`config.mk`:
```
export PLATFORM = sky130hd
export DESIGN_NAME = rom_fill_ctrl_flat
export DESIGN_NICKNAME = d
export VERILOG_FILES = /design/src/rtl/rom_fill_ctrl_if.sv /design/src/rtl/rom_fill_ctrl.sv /design/src/flat_wrapper.sv
export SDC_FILE = /design/constraint.sdc
export NUM_CORES = 1
export LEC_CHECK = 0
export CAP_MARGIN = 25
export CORE_MARGIN = 1
export CORE_UTILIZATION = 35
export DETAILED_ROUTE_END_ITERATION = 12
export GPL_ROUTABILITY_DRIVEN = 1
export HOLD_SLACK_MARGIN = 0.02
export PLACE_DENSITY = 0.72
export SKIP_CTS_REPAIR_TIMING = 1
export SLEW_MARGIN = 10
export SYNTH_ARGS = -nofsm -noshare
export SYNTH_HDL_FRONTEND = slang
export SYNTH_SLANG_ARGS = --single-unit
```
`constraint.sdc`:
```
create_clock -name clk -period 9.27 [get_ports clk]
set_input_delay 2.781 -clock clk [delete_from_list [all_inputs] [get_ports clk]]
set_output_delay 2.781 -clock clk [all_outputs]
set_load 0.02 [all_outputs]
```
`src/rtl/rom_fill_ctrl_if.sv`:
```
// Signal bundle between the refill controller, the ROM cache/core side and the
// instruction memory bridge.
interface rom_fill_ctrl_if #(
  parameter int unsigned LINE_WORDS_LOG2 = 2,
  parameter int unsigned CNT_W           = 16
);
  localparam int unsigned LINE_WORDS = 1 << LINE_WORDS_LOG2;

  logic                      miss_req;
  logic [31:0]               miss_addr;
  logic [32*LINE_WORDS-1:0]  line_data;
  logic                      line_valid;
  logic                      mem_req;
  logic [31:0]               mem_addr;
  logic                      mem_ack;
  logic [31:0]               mem_rdata;
  logic                      busy;
  logic [CNT_W-1:0]          fill_count;

  modport master (
    input  miss_req, miss_addr, mem_ack, mem_rdata,
    output line_data, line_valid, mem_req, mem_addr, busy, fill_count
  );

  modport slave (
    output miss_req, miss_addr, mem_ack, mem_rdata,
    input  line_data, line_valid, mem_req, mem_addr, busy, fill_count
  );
endinterface

```
`src/rtl/rom_fill_ctrl.sv`:
```
// Instruction-cache refill controller: fetches one aligned line word by word
// over a req/ack bus and presents it with a one-cycle store strobe.
module rom_fill_ctrl #(
  parameter int unsigned LINE_WORDS_LOG2 = 2,
  parameter int unsigned CNT_W           = 16
) (
  input logic           clk,
  input logic           reset,
  rom_fill_ctrl_if.master bus
);
  localparam int unsigned LINE_WORDS = 1 << LINE_WORDS_LOG2;
  localparam int unsigned OFS_W      = LINE_WORDS_LOG2 + 2;
  localparam logic [31:0] BASE_MASK  = {{(32-OFS_W){1'b1}}, {OFS_W{1'b0}}};

  typedef enum logic [1:0] {IDLE, FETCH, DONE, RECOVER} state_e;

  state_e                             state_q, state_d;
  logic [31:0]                        base_q, base_d;
  logic [LINE_WORDS_LOG2-1:0]         idx_q, idx_d;
  logic                               mem_req_q, mem_req_d;
  logic [31:0]                        mem_addr_q, mem_addr_d;
  logic                               line_valid_q, line_valid_d;
  logic                               busy_q, busy_d;
  logic [CNT_W-1:0]                   fill_count_q, fill_count_d;
  logic [LINE_WORDS-1:0][31:0]        line_q, line_d;

  always_ff @(posedge clk or posedge reset) begin
    if (reset) begin
      state_q      <= IDLE;
      base_q       <= '0;
      idx_q        <= '0;
      mem_req_q    <= 1'b0;
      mem_addr_q   <= '0;
      line_valid_q <= 1'b0;
      busy_q       <= 1'b0;
      fill_count_q <= '0;
      line_q       <= '0;
    end else begin
      state_q      <= state_d;
      base_q       <= base_d;
      idx_q        <= idx_d;
      mem_req_q    <= mem_req_d;
      mem_addr_q   <= mem_addr_d;
      line_valid_q <= line_valid_d;
      busy_q       <= busy_d;
      fill_count_q <= fill_count_d;
      line_q       <= line_d;
    end
  end

  // Outputs are registered, so every *_d describes what the next state presents.
  always_comb begin
    state_d      = state_q;
    base_d       = base_q;
    idx_d        = idx_q;
    mem_req_d    = 1'b0;
    line_valid_d = 1'b0;
    fill_count_d = fill_count_q;
    line_d       = line_q;

    case (state_q)
      IDLE: begin
        if (bus.miss_req) begin
          base_d    = bus.miss_addr & BASE_MASK;
          idx_d     = '0;
          mem_req_d = 1'b1;
          state_d   = FETCH;
        end
      end
      FETCH: begin
        mem_req_d = 1'b1;
        if (bus.mem_ack) begin
          line_d[idx_q] = bus.mem_rdata;
          idx_d         = idx_q + 1'b1;
          if (idx_q == '1) begin
            mem_req_d    = 1'b0;
            line_valid_d = 1'b1;
            fill_count_d = fill_count_q + 1'b1;
            state_d      = DONE;
          end
        end
      end
      DONE:    state_d = RECOVER;
      RECOVER: state_d = IDLE;
      default: state_d = IDLE;
    endcase

    mem_addr_d = mem_req_d ? (base_d + 32'({idx_d, 2'b00})) : mem_addr_q;
    busy_d     = (state_d != IDLE);
  end

  assign bus.mem_req    = mem_req_q;
  assign bus.mem_addr   = mem_addr_q;
  assign bus.line_valid = line_valid_q;
  assign bus.busy       = busy_q;
  assign bus.fill_count = fill_count_q;
  assign bus.line_data  = line_q;
endmodule

```
`src/flat_wrapper.sv`:
```
// flat-port wrapper written by rule: the top's interface ports become plain ports
module rom_fill_ctrl_flat 
#(
  parameter int unsigned LINE_WORDS_LOG2 = 2,
  parameter int unsigned CNT_W           = 16
)
  (clk, reset, bus_miss_req, bus_miss_addr, bus_mem_ack, bus_mem_rdata, bus_line_data, bus_line_valid, bus_mem_req, bus_mem_addr, bus_busy, bus_fill_count);
  rom_fill_ctrl_if #(.LINE_WORDS_LOG2(LINE_WORDS_LOG2), .CNT_W(CNT_W)) bus_i ();
  input logic clk;
  input logic reset;
  input wire logic [$bits(bus_i.miss_req)-1:0] bus_miss_req;
  input wire logic [$bits(bus_i.miss_addr)-1:0] bus_miss_addr;
  input wire logic [$bits(bus_i.mem_ack)-1:0] bus_mem_ack;
  input wire logic [$bits(bus_i.mem_rdata)-1:0] bus_mem_rdata;
  output wire logic [$bits(bus_i.line_data)-1:0] bus_line_data;
  output wire logic [$bits(bus_i.line_valid)-1:0] bus_line_valid;
  output wire logic [$bits(bus_i.mem_req)-1:0] bus_mem_req;
  output wire logic [$bits(bus_i.mem_addr)-1:0] bus_mem_addr;
  output wire logic [$bits(bus_i.busy)-1:0] bus_busy;
  output wire logic [$bits(bus_i.fill_count)-1:0] bus_fill_count;
  assign bus_i.miss_req = bus_miss_req;
  assign bus_i.miss_addr = bus_miss_addr;
  assign bus_i.mem_ack = bus_mem_ack;
  assign bus_i.mem_rdata = bus_mem_rdata;
  assign bus_line_data = bus_i.line_data;
  assign bus_line_valid = bus_i.line_valid;
  assign bus_mem_req = bus_i.mem_req;
  assign bus_mem_addr = bus_i.mem_addr;
  assign bus_busy = bus_i.busy;
  assign bus_fill_count = bus_i.fill_count;
  rom_fill_ctrl #(.LINE_WORDS_LOG2(LINE_WORDS_LOG2), .CNT_W(CNT_W)) u_core (.clk(clk), .reset(reset), .bus(bus_i));
endmodule
```
* Word level (Yosys, flattened, before mapping)
Cells that the tools add are included.
** Cells by class
- Mux-type cells :: 19
- Add/subtract/negate cells :: 3
- Div/mod/pow operators :: 0
- Shift-type cells :: 0
- Eq/ne operators :: 4
- Multipliers :: 0
- Bitwise gates (word level) :: 0
- Order comparisons :: 2
- Reduce and logical (&&, ||, !) cells :: 5
** Operator list (number)
- 128-bit bitwise mux :: 1
- 32-bit 2-to-1 mux :: 3
- 32-bit demux with 2-bit select :: 1
- 32-bit by 4-bit adder with 32-bit output :: 1
- 16-bit by 1-bit adder with 16-bit output (second input constant) :: 1
- 2-bit 2-to-1 mux :: 5
- 2-bit one-hot mux with 4 select lines :: 1
- 2-bit == test (second input constant) :: 3
- 1-bit 2-to-1 mux :: 6
- 2-bit one-hot mux with 2 select lines :: 1
- 2-bit by 3-bit less-than comparator with 1-bit output (second input constant) :: 1
- 3-bit AND reduction :: 1
- 2-bit by 1-bit adder with 2-bit output (second input constant) :: 1
- 2-bit by 1-bit == test with 1-bit output (second input constant) :: 1
- 2-bit by 1-bit >= comparator with 1-bit output (second input constant) :: 1
- 2-bit logical NOT :: 1
- 1-bit one-hot mux with 2 select lines :: 1
- 2-bit AND reduction :: 1
- 2-bit nonzero test :: 1
- 1-bit logical AND :: 1
** Word-level totals
- Bits in writable memories :: 0
- Word-level logic and storage cells :: 45
- Memories :: 0
- Flip-flop bits (word level) :: 215
- Memory bits (read-only) :: 0
- Bits of input ports :: 68
- Latch bits :: 0

* Logic depth before layout (Yosys ltp)
- Depth after elaboration :: 5
- Depth in mapped cells :: 13

* Least setup slack after synthesis
Ideal clock, no wire load.
- Path type :: input port to flip-flop
- Start :: input port bus_miss_req
- End :: register u_core.mem_addr_q[26] (netlist: u_core.bus.mem_addr[26])
- Slack :: 3.740 ns
- Arrival :: 5.409 ns
- Cell stages on the path :: 12
- Buffers on the path :: 3
- Cells stage by stage :: or3b_1 buf_6 buf_2 clkbuf_1 and2_1 ha_1 fa_1 nand3_1 nor4_1 o22ai_2 or3_1 o211a_1
** Between the ends
- Cells in the longest elaborated chain, start to end :: 3
- Elaborated cells between the ends (all ways) :: 7
- Those cells by class :: add/sub (1); mux (6)
** Ends and longest elaborated chain
- from (decl) :: RTL line flat_wrapper.sv:11 : input wire logic [$bits(bus_i.miss_req)-1:0] bus_miss_req;
- 32-bit 2-to-1 mux :: RTL line rom_fill_ctrl.sv:63 : if (bus.miss_req) begin
- 32-bit 2-to-1 mux :: RTL line rom_fill_ctrl.sv:61 : case (state_q)
- net u_core.base_d[2] :: RTL line rom_fill_ctrl.sv:18 : logic [31:0] base_q, base_d;
- 32-bit by 4-bit adder with 32-bit output :: RTL line rom_fill_ctrl.sv:88 : mem_addr_d = mem_req_d ? (base_d + 32'({idx_d, 2'b00})) : mem_addr_q;
- to (signal assigned) :: RTL line rom_fill_ctrl.sv:43 : mem_addr_q <= mem_addr_d;
- to (decl) :: RTL line rom_fill_ctrl.sv:21 : logic [31:0] mem_addr_q, mem_addr_d;
The timed path passes the listed nets, and every way through them passes these cells.
A chain may end at the register's enable or synchronous reset.

* Worst setup path in the final report
- Start :: input port bus_miss_req
- End :: register u_core.mem_addr_q[30] (netlist: u_core.bus.mem_addr[30])
The elaborated chain is that of the path after synthesis.

==> impl_metrics.py <==
metrics = {
    "status": {
        "status": "complete, no violations",
    },
    "global_routing": {
        "grt_pass1_wl_mm": 37.5,
        "grt_overflow": 0,
        "antenna_found_initial": 0,
        "grt_start_max_net_pins": 137,
        "grt_pass1_vias": 6696,
        "grtUsageTotal_pct": 17.9,
    },
    "logic_synthesis": {
        "synth_edf_count": 0,
        "yosys_most_used_dff": "dfrtp_1",
        "synth_fp_nets": 859,
        "yosysUniqueCellTypes": 56,
        "avgSynthCellArea_um2": 11.7,
        "synthCells": 783,
        "synth-async-reset-ratio_pct": 100,
        "synth_area_um2": 9130,
        "ys_ff_latch": 215,
        "yosysWarnings": 0,
        "yosysSeqAreaShare_pct": 58.9,
    },
    "drt": {
        "drt-initial-drc-count": 656,
        "vias_per_cell": 5.00,
        "via_count": 6864,
        "antenna_left": 0,
        "wl_mm": 24.4,
        "routedWlPerCell_um": 17.8,
        "drc_errors": 0,
        "drt_first_pass_iters": 5,
    },
    "final_layout": {
        "finalNetCount": 1103,
        "area_growth_pct": 39.4,
        "drive_above_1_share_pct": 16.0,
        "fin_area_um2": 12700,
        "n_antenna_cell": 0,
    },
    "power_and_ir_drop": {
        "peakVddDrop_uv": 205,
        "p_per_area_nw_per_um2": 370,
        "p_total_mw": 4.71,
        "leakagePower_nw": 5.59,
    },
    "worst_setup_path": {
        "critPathKind": "in2reg",
        "cp_top_family": "simple AND/OR/NAND/NOR gates",
        "crit_buf_inv": 2,
        "reg2reg_slack_ns": 5.83,
        "end_kind": "flop",
        "worstPathCellList": "clkdlybuf4s50_1 > or3b_1 > buf_4 > and2_1 > ha_1 > fa_1 > nand3_1 > nor4_1 > o221a_2 > a41oi_1 > o31ai_1",
        "crit_path_max_fanout": 33,
        "cpMaxStageDelayCell": "nor4_1",
        "required_ns": 9.70,
        "startpoint_type": "input port",
        "arrival_ns": 6.14,
        "cp_slowest_stage_delay_ns": 0.75,
    },
    "floorplanning": {
        "die_h_um": 164,
        "dieArea_um2": 26700,
        "num_io_pins": 247,
        "start_util_pct": 36.0,
        "rows": 58,
        "fp.coreArea_um2": 25400,
        "die_w_um": 164,
    },
    "placed_design": {
        "routabilityCongestion": 0.818,
        "portBuffers": 242,
        "dp_hpwl_mm": 16.1,
        "placed_area_um2": 11900,
    },
    "min_path": {
        "min_path_type": "reg2reg",
    },
    "timing": {
        "min_period_ns": 5.72,
        "hold_viol": 0,
        "setup_tns_ns": 0,
        "clock_skew_ns": 0.0217,
        "drv_slew": 0,
        "slew_headroom_pct": 33.5,
        "rsz0062_at_grt": "false",
        "finalCritPeriodShare_pct": 61.7,
        "max_freq_mhz": 175,
        "setup_viol": 0,
        "worst_pin_slew_ns": 0.993,
    },
    "cts": {
        "path_clk_slew_ns": 0.06,
        "cts_max_level": 1,
        "cts_tree": "done",
        "clk_latency_ns": 0.53,
        "cts_num_sinks": 215,
        "clock_path_buffers": 3,
        "clock-root-buffer": "clkbuf_16",
        "numCtsBuffers": 25,
    },
    "job": {
        "maxCapViolCount": 0,
    },
}
-- cell usage after synthesis (4+ instances only) --
| cell type | count | area (um2) |
|---|---|---|
| dfrtp_1 | 215 | 5380 |
| nand2_1 | 186 | 698 |
| mux2_2 | 107 | 1200 |
| nand3_1 | 30 | 150 |
| a21oi_1 | 15 | 75.1 |
| nor2_1 | 15 | 56.3 |
| buf_1 | 14 | 52.6 |
| xnor2_1 | 14 | 123 |
| xor2_1 | 14 | 123 |
| mux2i_1 | 12 | 120 |
| nor3_1 | 12 | 60.1 |
| and3_1 | 11 | 68.8 |
| inv_1 | 11 | 41.3 |
| clkbuf_1 | 10 | 37.5 |
| o21ai_0 | 10 | 50.1 |
| nand4_1 | 9 | 56.3 |
| and2_1 | 8 | 50.1 |
| ha_1 | 7 | 87.6 |
| buf_2 | 6 | 30.0 |
| nor4_1 | 6 | 37.5 |
| o31ai_1 | 6 | 45.0 |
| a31oi_1 | 5 | 31.3 |
| o21ai_1 | 5 | 25.0 |
| and4_1 | 4 | 35.0 |
-- where the power goes --
| group | internal, mW | total, mW | switching [mW] |
|---|---|---|---|
| clock | 0.563 | 0.943 | 0.380 |
| combinational | 1.03 | 2.16 | 1.13 |
| sequential | 1.37 | 1.61 | 0.242 |
| total | 2.96 | 4.71 | 1.75 |
-- layout by cell type, fill, tap and decap left out, drive strengths merged, types with 2 or more instances in the layout --
master / Yosys / final
dfrtp: 215 / 215
mux2i: 12 / 12
o221ai: 3 / 3
a21oi: 15 / 15
and2: 8 / 8
ha: 7 / 7
clkinvlp: 0 / 2
o21ai: 15 / 15
bufinv: 0 / 2
nor4: 10 / 10
nor3: 12 / 12
and4: 4 / 4
nand3b: 3 / 3
a211o: 2 / 2
mux2: 107 / 107
nor2: 15 / 15
clkdlybuf4s50: 0 / 242
xor2: 14 / 14
and3: 11 / 11
nand3: 30 / 30
inv: 12 / 13
clkbuf: 10 / 37
nand2: 186 / 186
a211oi: 4 / 4
nand2b: 2 / 2
nor4b: 3 / 3
a22o: 3 / 3
nand4: 9 / 9
or3: 3 / 3
buf: 24 / 9
o31ai: 9 / 9
a31oi: 5 / 5
xnor2: 14 / 14
-- state kept, by name, indices dropped and copies added (netlist names) --
name	flops
u_core.bus.mem_addr	32
u_core.bus.busy	1
u_core.idx_q	2
u_core.bus.mem_req	1
u_core.bus.fill_count	16
u_core.bus.line_valid	1
u_core.base_q	32
u_core.state_q	2
u_core.bus.line_data	128
-- worst register-to-register path: cells and delay by family (launching register included) --
kind / cells / cell delay (ns)
AND/OR/NAND/NOR: 4 / 1.26
buffers and inverters: 1 / 0.37
flip-flops: 1 / 0.47
adder cells (fa/ha/maj): 2 / 0.50
AO/OA/AOI/OAI: 3 / 0.75
-- final timing paths --
kind	cells past startpoint	from	end
max reg2reg	10	u_core.state_q[0]	u_core.bus.mem_addr[30]
min	2	u_core.bus.mem_addr[3]	u_core.bus.mem_addr[3]
min in group asynchronous	2	reset	u_core.bus.line_data[46]
min reg2reg	2	u_core.bus.mem_addr[3]	u_core.bus.mem_addr[3]
max	11	bus_miss_req	u_core.bus.mem_addr[30]
max in group asynchronous	5	reset	u_core.bus.line_data[1]
-- per-layer routing --
layer / part of all wire, % / up-vias / GRT usage (%)
met5: 0 / - / 0
met1: 43 / 3366 / 23.0
met2: 47 / 260 / 29.9
met4: 2.6 / 0 / 4.97
met3: 7.9 / 36 / 4.39
li1: - / 3202 / -
-- layout make-up --
cell class              instances  area, um2
repair buffers                251       2530
flip-flops and latches        215       5380
clock buffers                  37        681
inverters                      12       52.6
multi-input cells             522       3580
well taps                     330        413
clock inverters                 5       95.1
fillers                      2260      12700
-- cell families after synthesis --
| kind of cell | share of synthesized area, % |
|---|---|
| XOR/XNOR | 2.69 |
| buffers and inverters | 2.22 |
| AND/OR/NAND/NOR | 15.2 |
| multiplexers | 14.5 |
| AO/OA/AOI/OAI | 5.32 |
| flip-flops | 58.9 |
| adder cells (fa/ha/maj) | 1.18 |
-- stage by stage --
step | std cells | worst slack [ns] | utilization, % | hold WS [ns]
floorplan | 783 | 0.610 | - | 0.453
global placement | 1327 | 3.15 | 46.8 | 0.458
detailed placement | 1327 | 3.08 | 46.8 | 0.461
CTS | 1369 | 3.61 | 49.9 | 0.476
global route | 1372 | 3.41 | 50.1 | 0.488
finish | 1372 | 3.55 | 50.1 | 0.468
No activity file was read; power rests on OpenSTA's default activity.
